--- src/rtl/easy_serial_in_pkg.sv ---
// easy_serial_in_pkg
//   Shared definitions for the alarm serial link (receive side).
//   MSG_W      : width of one state message
//   FRAME_BITS : number of data bits following the start strobe
//   state_t    : receive FSM states
package easy_serial_in_pkg;

    localparam int unsigned MSG_W      = 4;
    localparam int unsigned FRAME_BITS = 4;
    localparam int unsigned BIT_CNT_W  = $clog2(FRAME_BITS);

    typedef enum logic {
        S_IDLE = 1'b0,
        S_RECV = 1'b1
    } state_t;

    typedef logic [MSG_W-1:0] msg_t;

endpackage

--- src/rtl/easy_serial_in_link_watchdog.sv ---
// link_watchdog
//   Saturating idle counter for the serial link.
//   clk     : system clock
//   rst_n   : synchronous active-low reset
//   en      : count/update enable; everything holds when low
//   clear   : restart the count (a complete frame arrived)
//   expired : registered flag, high while the count sits at TIMEOUT
module link_watchdog #(
    parameter int unsigned TIMEOUT = 64
) (
    input  logic clk,
    input  logic rst_n,
    input  logic en,
    input  logic clear,
    output logic expired
);

    localparam int unsigned CNT_W = $clog2(TIMEOUT + 1);
    localparam logic [CNT_W-1:0] CNT_MAX = CNT_W'(TIMEOUT);

    logic [CNT_W-1:0] cnt_q, cnt_d;
    logic             expired_q, expired_d;

    always_comb begin
        cnt_d     = cnt_q;
        expired_d = expired_q;
        if (en) begin
            if (clear) begin
                cnt_d     = '0;
                expired_d = 1'b0;
            end else begin
                if (cnt_q != CNT_MAX) begin
                    cnt_d = cnt_q + 1'b1;
                end
                // Flag follows the count one cycle later, but drops in the
                // same cycle as the clear.
                expired_d = (cnt_q == CNT_MAX);
            end
        end
    end

    always_ff @(posedge clk) begin
        if (!rst_n) begin
            cnt_q     <= '0;
            expired_q <= 1'b0;
        end else begin
            cnt_q     <= cnt_d;
            expired_q <= expired_d;
        end
    end

    assign expired = expired_q;

endmodule

--- src/rtl/easy_serial_in.sv ---
// easy_serial_in
//   Receiver for the alarm's strobe + one-wire serial link. A frame is a
//   one-cycle state_send strobe followed by 4 data bits on state_out, LSB
//   first. Complete frames are optionally confirmed (two identical in a row)
//   before being presented on msg with a one-cycle msg_valid pulse.
//   CLK        : system clock
//   nRST       : synchronous active-low reset
//   EN         : enable; low forces IDLE and freezes the rest
//   state_send : frame start strobe
//   state_out  : serial data line
//   msg        : last accepted message
//   msg_valid  : one-cycle pulse when msg is written
//   link_lost  : high while no complete frame arrived within TIMEOUT cycles
module easy_serial_in
    import easy_serial_in_pkg::*;
#(
    parameter int unsigned CONFIRM = 1,
    parameter int unsigned TIMEOUT = 64
) (
    input  logic             CLK,
    input  logic             nRST,
    input  logic             EN,
    input  logic             state_send,
    input  logic             state_out,
    output logic [MSG_W-1:0] msg,
    output logic             msg_valid,
    output logic             link_lost
);

    localparam logic [BIT_CNT_W-1:0] LAST_BIT = BIT_CNT_W'(FRAME_BITS - 1);

    state_t                state_q;
    logic [BIT_CNT_W-1:0]  bit_cnt_q;
    logic [FRAME_BITS-2:0] shift_q;
    msg_t                  cand_q;
    logic                  cand_v_q;
    msg_t                  msg_q;
    logic                  msg_valid_q;

    msg_t                  frame_d;
    logic                  frame_done;

    // The last bit is taken straight from the line, so the frame is usable
    // in the cycle it completes.
    assign frame_d    = {state_out, shift_q};
    assign frame_done = EN && (state_q == S_RECV) && !state_send
                        && (bit_cnt_q == LAST_BIT);

    always_ff @(posedge CLK) begin
        if (!nRST) begin
            state_q     <= S_IDLE;
            bit_cnt_q   <= '0;
            shift_q     <= '0;
            cand_q      <= '0;
            cand_v_q    <= 1'b0;
            msg_q       <= '0;
            msg_valid_q <= 1'b0;
        end else begin
            msg_valid_q <= 1'b0;
            if (!EN) begin
                state_q   <= S_IDLE;
                bit_cnt_q <= '0;
            end else begin
                case (state_q)
                    S_IDLE: begin
                        if (state_send) begin
                            state_q   <= S_RECV;
                            bit_cnt_q <= '0;
                        end
                    end
                    S_RECV: begin
                        if (state_send) begin
                            // Strobe mid-frame restarts reception.
                            bit_cnt_q <= '0;
                        end else if (bit_cnt_q == LAST_BIT) begin
                            state_q   <= S_IDLE;
                            bit_cnt_q <= '0;
                            cand_q    <= frame_d;
                            cand_v_q  <= 1'b1;
                            if ((CONFIRM == 0) || (cand_v_q && (cand_q == frame_d))) begin
                                msg_q       <= frame_d;
                                msg_valid_q <= 1'b1;
                            end
                        end else begin
                            shift_q[bit_cnt_q] <= state_out;
                            bit_cnt_q          <= bit_cnt_q + 1'b1;
                        end
                    end
                    default: begin
                        state_q   <= S_IDLE;
                        bit_cnt_q <= '0;
                    end
                endcase
            end
        end
    end

    link_watchdog #(
        .TIMEOUT(TIMEOUT)
    ) u_watchdog (
        .clk    (CLK),
        .rst_n  (nRST),
        .en     (EN),
        .clear  (frame_done),
        .expired(link_lost)
    );

    assign msg       = msg_q;
    assign msg_valid = msg_valid_q;

endmodule

--- config.mk ---
export PLATFORM = sky130hd
export DESIGN_NAME = easy_serial_in
export DESIGN_NICKNAME = d
export VERILOG_FILES = /design/src/rtl/easy_serial_in_pkg.sv /design/src/rtl/easy_serial_in_link_watchdog.sv /design/src/rtl/easy_serial_in.sv
export SDC_FILE = /design/constraint.sdc
export NUM_CORES = 1
export LEC_CHECK = 0
export ABC_CLOCK_PERIOD_IN_PS = 3800
export BUFFER_PORTS_ARGS = -buffer_cell sky130_fd_sc_hd__buf_2
export CORE_MARGIN = 3
export CORE_UTILIZATION = 63
export CTS_BUF_LIST = sky130_fd_sc_hd__clkbuf_4
export CTS_CLUSTER_SIZE = 8
export DETAILED_ROUTE_END_ITERATION = 6
export MAX_ROUTING_LAYER = met4
export PLACE_DENSITY = 0.81
export SLEW_MARGIN = 0
export SYNTH_ARGS = -nofsm -noshare
export SYNTH_HDL_FRONTEND = slang
export SYNTH_SLANG_ARGS = --single-unit
--- constraint.sdc ---
create_clock -name CLK -period 3.8 [get_ports CLK]
set_clock_uncertainty 0.1 [all_clocks]
set_input_delay 0.19 -clock CLK [delete_from_list [all_inputs] [get_ports CLK]]
set_output_delay 0.19 -clock CLK [all_outputs]
set_load 0.02 [all_outputs]
==> results of run 1 <==
per-layer routing:
metal / routed length, um / share of wire / vias to the layer above
met5: 0 / 0 / -
met4: 84 / 0.038 / 0
met3: 70 / 0.032 / 10
met2: 1070 / 0.48 / 21
met1: 996 / 0.45 / 438
li1: - / - / 483
power by group:
part | internal (mW) | leakage [nW] | switching [mW] | total, mW
Clock | 0.107 | 0.0279 | 0.0765 | 0.183
Sequential | 0.255 | 0.194 | 0.00427 | 0.259
Combinational | 0.0113 | 0.271 | 0.0160 | 0.0273
Total | 0.373 | 0.493 | 0.0968 | 0.470
kinds of logic (layout without fill, tap and decap cells):
logic type / after synthesis / count (layout) / synth area share
adders and majority gates: 7 / 7 / 0.0718
xor gates and xnor gates: 6 / 6 / 0.0431
DFF: 24 / 24 / 0.394
buffers and inverters: 13 / 20 / 0.0564
muxes: 6 / 6 / 0.0492
and+or+nand+nor: 59 / 59 / 0.254
AOI/OAI and AO/OA: 23 / 23 / 0.131
worst register-to-register path, stage by stage (launching register included):
cell and delay, ns:
dfxtp_1 0.45, ha_1 0.23, and4b_1 0.50, and4_4 0.36, mux2i_1 0.20
metrics by stage:
stage / instances / hold WS, ns
floorplan: 138 / 0.207
global placement: 166 / 0.340
detailed placement: 166 / 0.356
CTS: 170 / 0.0351
global route: 170 / 0.0727
finish: 170 / 0.0459
cells in the mapped netlist, drive strengths merged (3+ instances only):
library cell  number
buf                4
o21a               3
a21boi            11
nand2             29
inv                6
ha                 7
nand3b             4
xor2               4
dfxtp             24
o21ai              4
nor2               6
clkbuf             3
nand3              6
mux2i              6
worst max-delay path by stage:
stage	cells after the start	slack, ns	endpoint	startpoint
after floorplan	6	2.25	u_watchdog.cnt_q[6]$_SDFFE_PN0P_	bit_cnt_q[0]$_SDFFE_PN0P_
final	4	1.92	msg[0]$_SDFFE_PN0P_	bit_cnt_q[0]$_SDFFE_PN0P_
after global placement	4	2.07	msg[3]$_SDFFE_PN0P_	bit_cnt_q[0]$_SDFFE_PN0P_
after global routing	4	1.76	msg[0]$_SDFFE_PN0P_	bit_cnt_q[0]$_SDFFE_PN0P_
after detailed placement	4	1.97	msg[0]$_SDFFE_PN0P_	bit_cnt_q[0]$_SDFFE_PN0P_
after CTS	4	1.91	msg[0]$_SDFFE_PN0P_	bit_cnt_q[0]$_SDFFE_PN0P_
sequential cells by signal, summed over array words and instances, names as in the netlist:
name / flops
msg_valid: 1
shift_q: 3
cand_v_q: 1
bit_cnt_q: 2
cand_q: 4
u_watchdog.expired: 1
u_watchdog.cnt_q: 7
msg: 4
state_q: 1
area by class of cell:
type	count	share of cell area
clock buffers	3	0.0172
clock inverters	1	0.0230
inverters	6	0.0172
multi-input cells	101	0.513
flip-flops and latches	24	0.367
well taps	25	0.0239
repair buffers	10	0.0383
==> run metrics, run 1 <==
status complete, no violations; top-area cell type share of the netlist area 0.394; num rows 15; Ports 11; Critical Path AT slightly above 2 ns; FF-to-FF End msg[0]$_SDFFE_PN0P_; Final WS setup ~1.9 ns; M1 GR Usage 0.234; Final Hold Viols 0; die extent in y 50.0 um; Initial Utilization 0.684; synthesized area ~1200 um2; Register Area 480 um2; post-CTS sizing 0; layout cells sized above 1 0.131; Seq/Total Area, Yosys 0.394; Hold Path Stages 3; reg2reg setup slack 1.92 ns; final antenna-violating net count 0; fin. max-slew vios 0; Max Clk Rate 0.531 GHz; Nets about 160; CTS sink count 24; Final Util 0.733; pwr/cell area approximately 360 nW/um2; total power between 400 and 500 uW; GRT Max-Usage Layer met2; most frequent cells in the layout 29 x nand2_1, 24 x dfxtp_1, 10 x buf_2, 8 x a21boi_0, 7 x ha_1; DRT Pass-1 Iters 4; Leak Pwr about 0.49 nW; Antenna diodes 0; crit-path cells ha_1 -> and4b_1 -> and4_4 -> mux2i_1; Max-cap violations 0; footprint of the multi-input gates between 600 and 700 um2; grt met3 use 0.0302; dpl ws 1.97 ns; # H-tree levels 1; Area growth, synth to finish 7.18%; die width around 50 um; detailed placer's ending HPWL 1.57 mm; setup violators final 0; most common cell after layout, fill and taps aside nand2_1; type of the worst setup path reg2reg; DRC viols 0; Crit-path slowest cell and4b_1; first-pass GRT wire length slightly above 4 mm; Worst Hold End state_q$_SDFF_PN0_; Synth area leader dfxtp_1; Post-synth EDFFs 0; antenna violations before repair 0; port bufs 10; Skew-Pair Late Insertion Delay 0.31 ns; count of different cell masters after synthesis 32; die outline area between 2000 and 3000 um2; routability-driven placement congestion ratio roughly 0.84; Max clock buf depth 2; Seq cells post-synth 24; final wirelength roughly 2.2 mm; Worst setup SP type register; Synth Warn # 0; Reg2Reg Depth 4; DR vias roughly 950; RSZ-0062 raised after global routing no; Min-Delay Path Class in2reg; Slowest Stage Delay on Critical Path 0.50 ns; number of buffers and inverters on the critical path 0; CTS Buf Count 3; Final period util 0.496; Post-CTS Setup Inserts 0; Total GRT Usage 0.217; Hold Startpoint state_send; Reg clk slew, reported paths roughly 0.13 ns; GRT overflow 0; DR vias/cell 5.60; syn nets 150; top_reg_cell synth dfxtp_1; cell count after synthesis approximately 140; peak supply drop 0.203 mV; TritonCTS clock tree done; clock root buffer clkbuf_4; Worst Tran Pin Value around 0.45 ns; crit end category register; Crit Path Max Fanout 12; relative slew slack 0.698; min cycle time layout 1.88 ns; Placed Instance Area approximately 1300 um2; Area contributors post-synth dfxtp_1 39%, nand2_1 8.9%, ha_1 7.2%; DRT iter0 DRCs 17; number of global-route vias before repair just under 1000; GR Layer Usage met2 0.361; Hold-fix buffers, CTS 0; r2r startpoint bit_cnt_q[0]$_SDFFE_PN0P_; Synth async-reset ratio 0; fill count about 140; Routed WL per cell approximately 13 um; post-route cell area between 1000 and 1500 um2; core area 1780 um2; CP top delay family simple AND/OR/NAND/NOR gates; largest net degree at the start of global routing 27; syn avg cell area a little under 9 um2; WP data required 3.95 ns; setup_tns 0 ns
No activity file was read; power rests on OpenSTA's default activity.
==> run 2, diff against run 1 <==
- ABC_CLOCK_PERIOD_IN_PS: 3800 -> 1680
- CORE_UTILIZATION: 63 -> 54
- PLACE_DENSITY: 0.81 -> 0.73
- clock period: 3.8 -> 1.68 ns (I/O delays scaled with it)
==> run 2 against run 1 <==
Net effect: utilization shrank 7.1 points; routed wire length shrank 2.8%; global-route usage shrank 2.2 points; critical path type unchanged; largest power group unchanged.
==> run metrics, run 2 (synthesis gave the netlist of run 1 again) <==
status complete, no violations; die width 53.5 um (+7.0%); footprint of the multi-input gates 674 um2 (+0.56%); Reg clk slew, reported paths 0.13 ns (about the same); Final Hold Viols 0 (unchanged); core area 2040 um2 (+15%); num rows 16 (+1); die extent in y 53.5 um (+7.0%); DR vias 956 (+0.42%); Critical Path AT 1.68 ns (-0.36 ns); Largest Register u_watchdog.cnt_q; CTS sink count 24 (unchanged); min cycle time layout 1.54 ns (-0.343 ns); Total GRT Usage 0.194 (-0.0225); number of global-route vias before repair 920 (-6.6%); setup violators final 0 (unchanged); final antenna-violating net count 0 (unchanged); DRT Pass-1 Iters 4 (unchanged); Initial Utilization 0.597 (-0.0868); peak supply drop 0.557 mV (+170%); Worst Tran Pin Value 0.422 ns (-0.0302 ns); Max Clk Rate 0.649 GHz (+22%); detailed placer's ending HPWL 1.59 mm (+1.3%); CP top delay family simple AND/OR/NAND/NOR gates; largest net degree at the start of global routing 27 (unchanged); DRC viols 0 (unchanged); relative slew slack 0.718 (+0.0196); Crit-path slowest cell dfxtp_4; crit-path cells ha_2 -> and4b_2 -> and4_4 -> mux2i_1; Ports 11 (unchanged); setup_tns 0 ns (unchanged); Final period util 0.917 (+0.421); Area growth, synth to finish 10.9%; Largest register FFs 7 (unchanged); layout cells sized above 1 0.178 (+0.0466); Nets 166 (+5.1%); Antenna diodes 0 (unchanged); port bufs 10 (unchanged); number of buffers and inverters on the critical path 0 (unchanged); DR vias/cell 5.34 (-4.6%); fill count 181 (+26%); Fin Hold WS 0.0141 ns (-0.0318 ns); first-pass GRT wire length 4.02 mm (-0.69%); Leak Pwr 0.514 nW (+4.3%); Crit Path Max Fanout 7 (-5); crit end category register; most frequent cells in the layout 29 x nand2_1, 23 x dfxtp_1, 10 x buf_2, 8 x a21boi_0; fin. max-slew vios 0 (unchanged); Register Area 484 um2 (+0.78%); TritonCTS clock tree done; Slowest Stage Delay on Critical Path 0.39 ns (-0.11 ns); GRT overflow 0 (unchanged); Max clock buf depth 2 (unchanged); type of the worst setup path reg2reg; Final WS setup 0.139 ns (-1.78 ns); reg2reg setup slack 0.14 ns (-1.78 ns); CTS Buf Count 3 (unchanged); DRT iter0 DRCs 14 (-3); die outline area 2870 um2 (+15%); routability-driven placement congestion ratio 0.849 (+1.2%); antenna violations before repair 0 (unchanged); clock root buffer clkbuf_4; # H-tree levels 1 (unchanged); RSZ-0062 raised after global routing no; dpl ws -0.0168 ns (-1.99 ns); Routed WL per cell 12.0 um (-7.7%); Max-cap violations 0 (unchanged); Final Util 0.662 (-0.0710); Worst setup SP type register; Skew-Pair Late Insertion Delay 0.30 ns (about the same); pwr/cell area 664 nW/um2 (+85%); Min-Delay Path Class in2reg; most common cell after layout, fill and taps aside nand2_1; final wirelength 2.15 mm (-2.8%); WP data required 1.82 ns (-2.13 ns)
[run 2: cell count changes in the layout (fill, tap and decap cells not counted), sizes merged]
cell and delta:
buf +6, dlygate4sd3 +2, bufinv -1
[run 2: final timing paths]
path	endpoint	cells past startpoint	start
hold / removal	msg_valid$_SDFF_PP0_	3	EN
setup / recovery	msg[2]$_SDFFE_PN0P_	4	bit_cnt_q[1]$_SDFFE_PN0P_
hold reg to reg	msg[1]$_SDFFE_PN0P_	2	msg[1]$_SDFFE_PN0P_
setup reg to reg	msg[2]$_SDFFE_PN0P_	4	bit_cnt_q[1]$_SDFFE_PN0P_
[run 2: area by class of cell]
class	count	share of cell area
inverter	6	0.0167
sequential	24	0.358
timing repair buffer	18	0.0851
tap	27	0.0250
multi-input combinational	101	0.499
clock buffer	3	0.0167
[run 2: what timing repair did]
action	in CTS	in global routing
gates resized for setup	1	3
endpoints found under the hold margin	7	0
hold buffers	2	0
setup buffers	0	2
setup endpoints to repair	4	8
[run 2: routing by layer]
| layer | GRT usage | wire [um] | vias up |
|---|---|---|---|
| met4 | 0.0638 | 14 | 0 |
| met1 | 0.257 | 1080 | 429 |
| li1 | - | - | 506 |
| met5 | - | 0 | - |
| met3 | 0.0332 | 74 | 2 |
| met2 | 0.300 | 985 | 19 |
[run 2: tightest hold or removal path, cell delays in order]
cell and delay (ns):
buf_2 0.16, nand2_1 0.10, nor3_1 0.05
[run 2: report_power, final]
part           total [mW]  internal (mW)  switching [mW]  leakage (nW)
Clock               0.248         0.0836           0.165        0.0138
Combinational      0.0659         0.0289          0.0369         0.306
Sequential          0.583          0.575         0.00893         0.195
Total               0.898          0.687           0.211         0.514
[run 2: metrics by stage]
step	instances	cell area, um2	total power [mW]
6_report	179	1350	0.898
5_1_grt	179	1350	0.940
4_1_cts	177	1330	0.908
3_5_place_dp	172	1290	0.660
3_3_place_gp	172	1290	0.659
2_1_floorplan	138	1220	0.645
==> run 3, diff against run 2 <==
- CORE_ASPECT_RATIO: not set -> 1.2
==> run 3 against run 2 <==
Net effect: sequential share of layout area is the same; first-iteration DRC count grew 50%; utilization shrank 1.7 points; worst hold slack gained 0.073 ns; combinational power grew 8.0%; count of clock-buffer cells in the layout is the same; sequential cell count is the same; die area is essentially flat; setup slack lost 0.026 ns; cell count grew 1.7%; largest cell class unchanged; highest routed layer unchanged.
==> run metrics, run 3 (synthesis gave the netlist of run 1 again) <==
status complete, no violations; Skew-Pair Late Insertion Delay 0.31 ns (about the same); dpl cells 176 (+2.3%); Leak Pwr 0.511 nW (-0.58%); min cycle time layout 1.57 ns (+0.0262 ns); most frequent cells in the layout 29 x nand2_1, 21 x dfxtp_1, 10 x buf_2, 8 x a21boi_0; WP data required 1.82 ns (about the same); first-pass GRT wire length 3.85 mm (-4.3%); Crit-path slowest cell dfxtp_2; detailed placer's ending HPWL 1.59 mm (+0.29%); Reg clk slew, reported paths 0.13 ns (about the same); Slowest Stage Delay on Critical Path 0.39 ns (about the same); Placed Instance Area 1300 um2 (+0.88%); Final Hold Viols 0 (unchanged); GRT overflow 0 (unchanged); Max clock buf depth 2 (unchanged); TritonCTS clock tree done; crit-path cells ha_2 -> and4b_2 -> and4_4 -> mux2i_1; DRT Pass-1 Iters 4 (unchanged); fin cells 182 (+1.7%); final antenna-violating net count 0 (unchanged); Worst setup SP type register; die width 49.4 um (-7.7%); Final period util 0.933 (+0.0156); relative slew slack 0.709 (-0.00895); pwr/cell area 668 nW/um2 (+0.69%); Area growth, synth to finish 10.9% (unchanged); fin. max-slew vios 0 (unchanged); core area 2090 um2 (+2.6%); setup_tns 0 ns (unchanged); DR vias/cell 5.23 (-2.2%); num rows 18 (+2); final wirelength 2.16 mm (+0.23%); type of the worst setup path reg2reg; die outline area 2870 um2 (about the same); Antenna diodes 0 (unchanged); peak supply drop 0.549 mV (-1.4%); Min-Delay Path Class in2reg; grt met3 use 0.0308 (-0.00239); footprint of the multi-input gates 674 um2 (unchanged); Crit Path Max Fanout 8 (+1); fill count 202 (+12%); DRT iter0 DRCs 21 (+7); die extent in y 58.1 um (+8.5%); port bufs 10 (unchanged); GR Layer Usage met2 0.280 (-0.0203); clock root buffer clkbuf_4; layout cells sized above 1 0.184 (+0.00658); setup violators final 0 (unchanged); CTS sink count 24 (unchanged); Routed WL per cell 11.9 um (-1.4%); Largest Register u_watchdog.cnt_q; number of global-route vias before repair 849 (-7.7%); Worst Tran Pin Value 0.435 ns (+0.0134 ns); Initial Utilization 0.582 (-0.0150); Register Area 484 um2 (unchanged); Largest register FFs 7 (unchanged); GRT Max-Usage Layer met2; largest net degree at the start of global routing 27 (unchanged); DR vias 951 (-0.52%); Max Clk Rate 0.638 GHz (-1.7%); crit end category register; most common cell after layout, fill and taps aside nand2_1; total power 904 uW (+0.69%); Total GRT Usage 0.180 (-0.0142); Fin Hold WS 0.0870 ns (+0.0729 ns); routability-driven placement congestion ratio 0.798 (-6.0%); M1 GR Usage 0.228 (-0.0289); Ports 11 (unchanged); Critical Path AT 1.71 ns (+0.03 ns); # H-tree levels 1 (unchanged); Nets 165 (-0.60%); DRC viols 0 (unchanged); Max-cap violations 0 (unchanged); antenna violations before repair 0 (unchanged); CTS Buf Count 3 (unchanged); RSZ-0062 raised after global routing no; post-route cell area 1350 um2 (unchanged)
[run 3: layer usage]
layer  vias up  wire length, um
li1        499                -
met1       432             1070
met2        18              995
met3         2               73
met4         0               21
met5         -                0
[run 3: power breakdown]
part | total [mW] | internal (mW) | switching, mW
registers | 0.585 | 0.577 | 0.00738
clock network | 0.248 | 0.0866 | 0.162
logic | 0.0712 | 0.0317 | 0.0395
[run 3: metrics by stage]
step | utilization | setup WS [ns]
floorplan | - | 0.131
global placement | 0.620 | 0.0852
detailed placement | 0.620 | 0.00200
CTS | 0.643 | 0.0411
global route | 0.646 | 0.0129
finish | 0.646 | 0.113
[run 3: critical path, delay by kind of cell, from the launching register on]
family / cells / cell delay [ns]
flip-flops: 1 / 0.39
adder cells (fa/ha/maj): 1 / 0.21
AND/OR/NAND/NOR: 2 / 0.63
multiplexers: 1 / 0.18
[run 3: worst paths after layout]
check | startpoint | slack [ns] | cells after the start | endpoint
max | bit_cnt_q[1]$_SDFFE_PN0P_ | 0.11 | 4 | msg[2]$_SDFFE_PN0P_
min | EN | 0.09 | 4 | state_q$_SDFF_PN0_
min reg2reg | msg[0]$_SDFFE_PN0P_ | 0.36 | 2 | msg[0]$_SDFFE_PN0P_
max reg2reg | bit_cnt_q[1]$_SDFFE_PN0P_ | 0.11 | 4 | msg[2]$_SDFFE_PN0P_
[run 3: what timing repair did]
item	CTS	global route
endpoints found under the hold margin	7	0
pin swaps	0	2
hold buffers	2	0
setup endpoints to repair	4	8
resized for setup	1	4
buffers inserted	0	0
[run 3: cell type report]
class / count / share of cell area
inverters: 6 / 0.0167
flip-flops and latches: 24 / 0.358
clock buffers: 3 / 0.0167
clock inverters: 1 / 0.00278
repair buffers: 17 / 0.0796
well taps: 30 / 0.0278
multi-input cells: 101 / 0.499
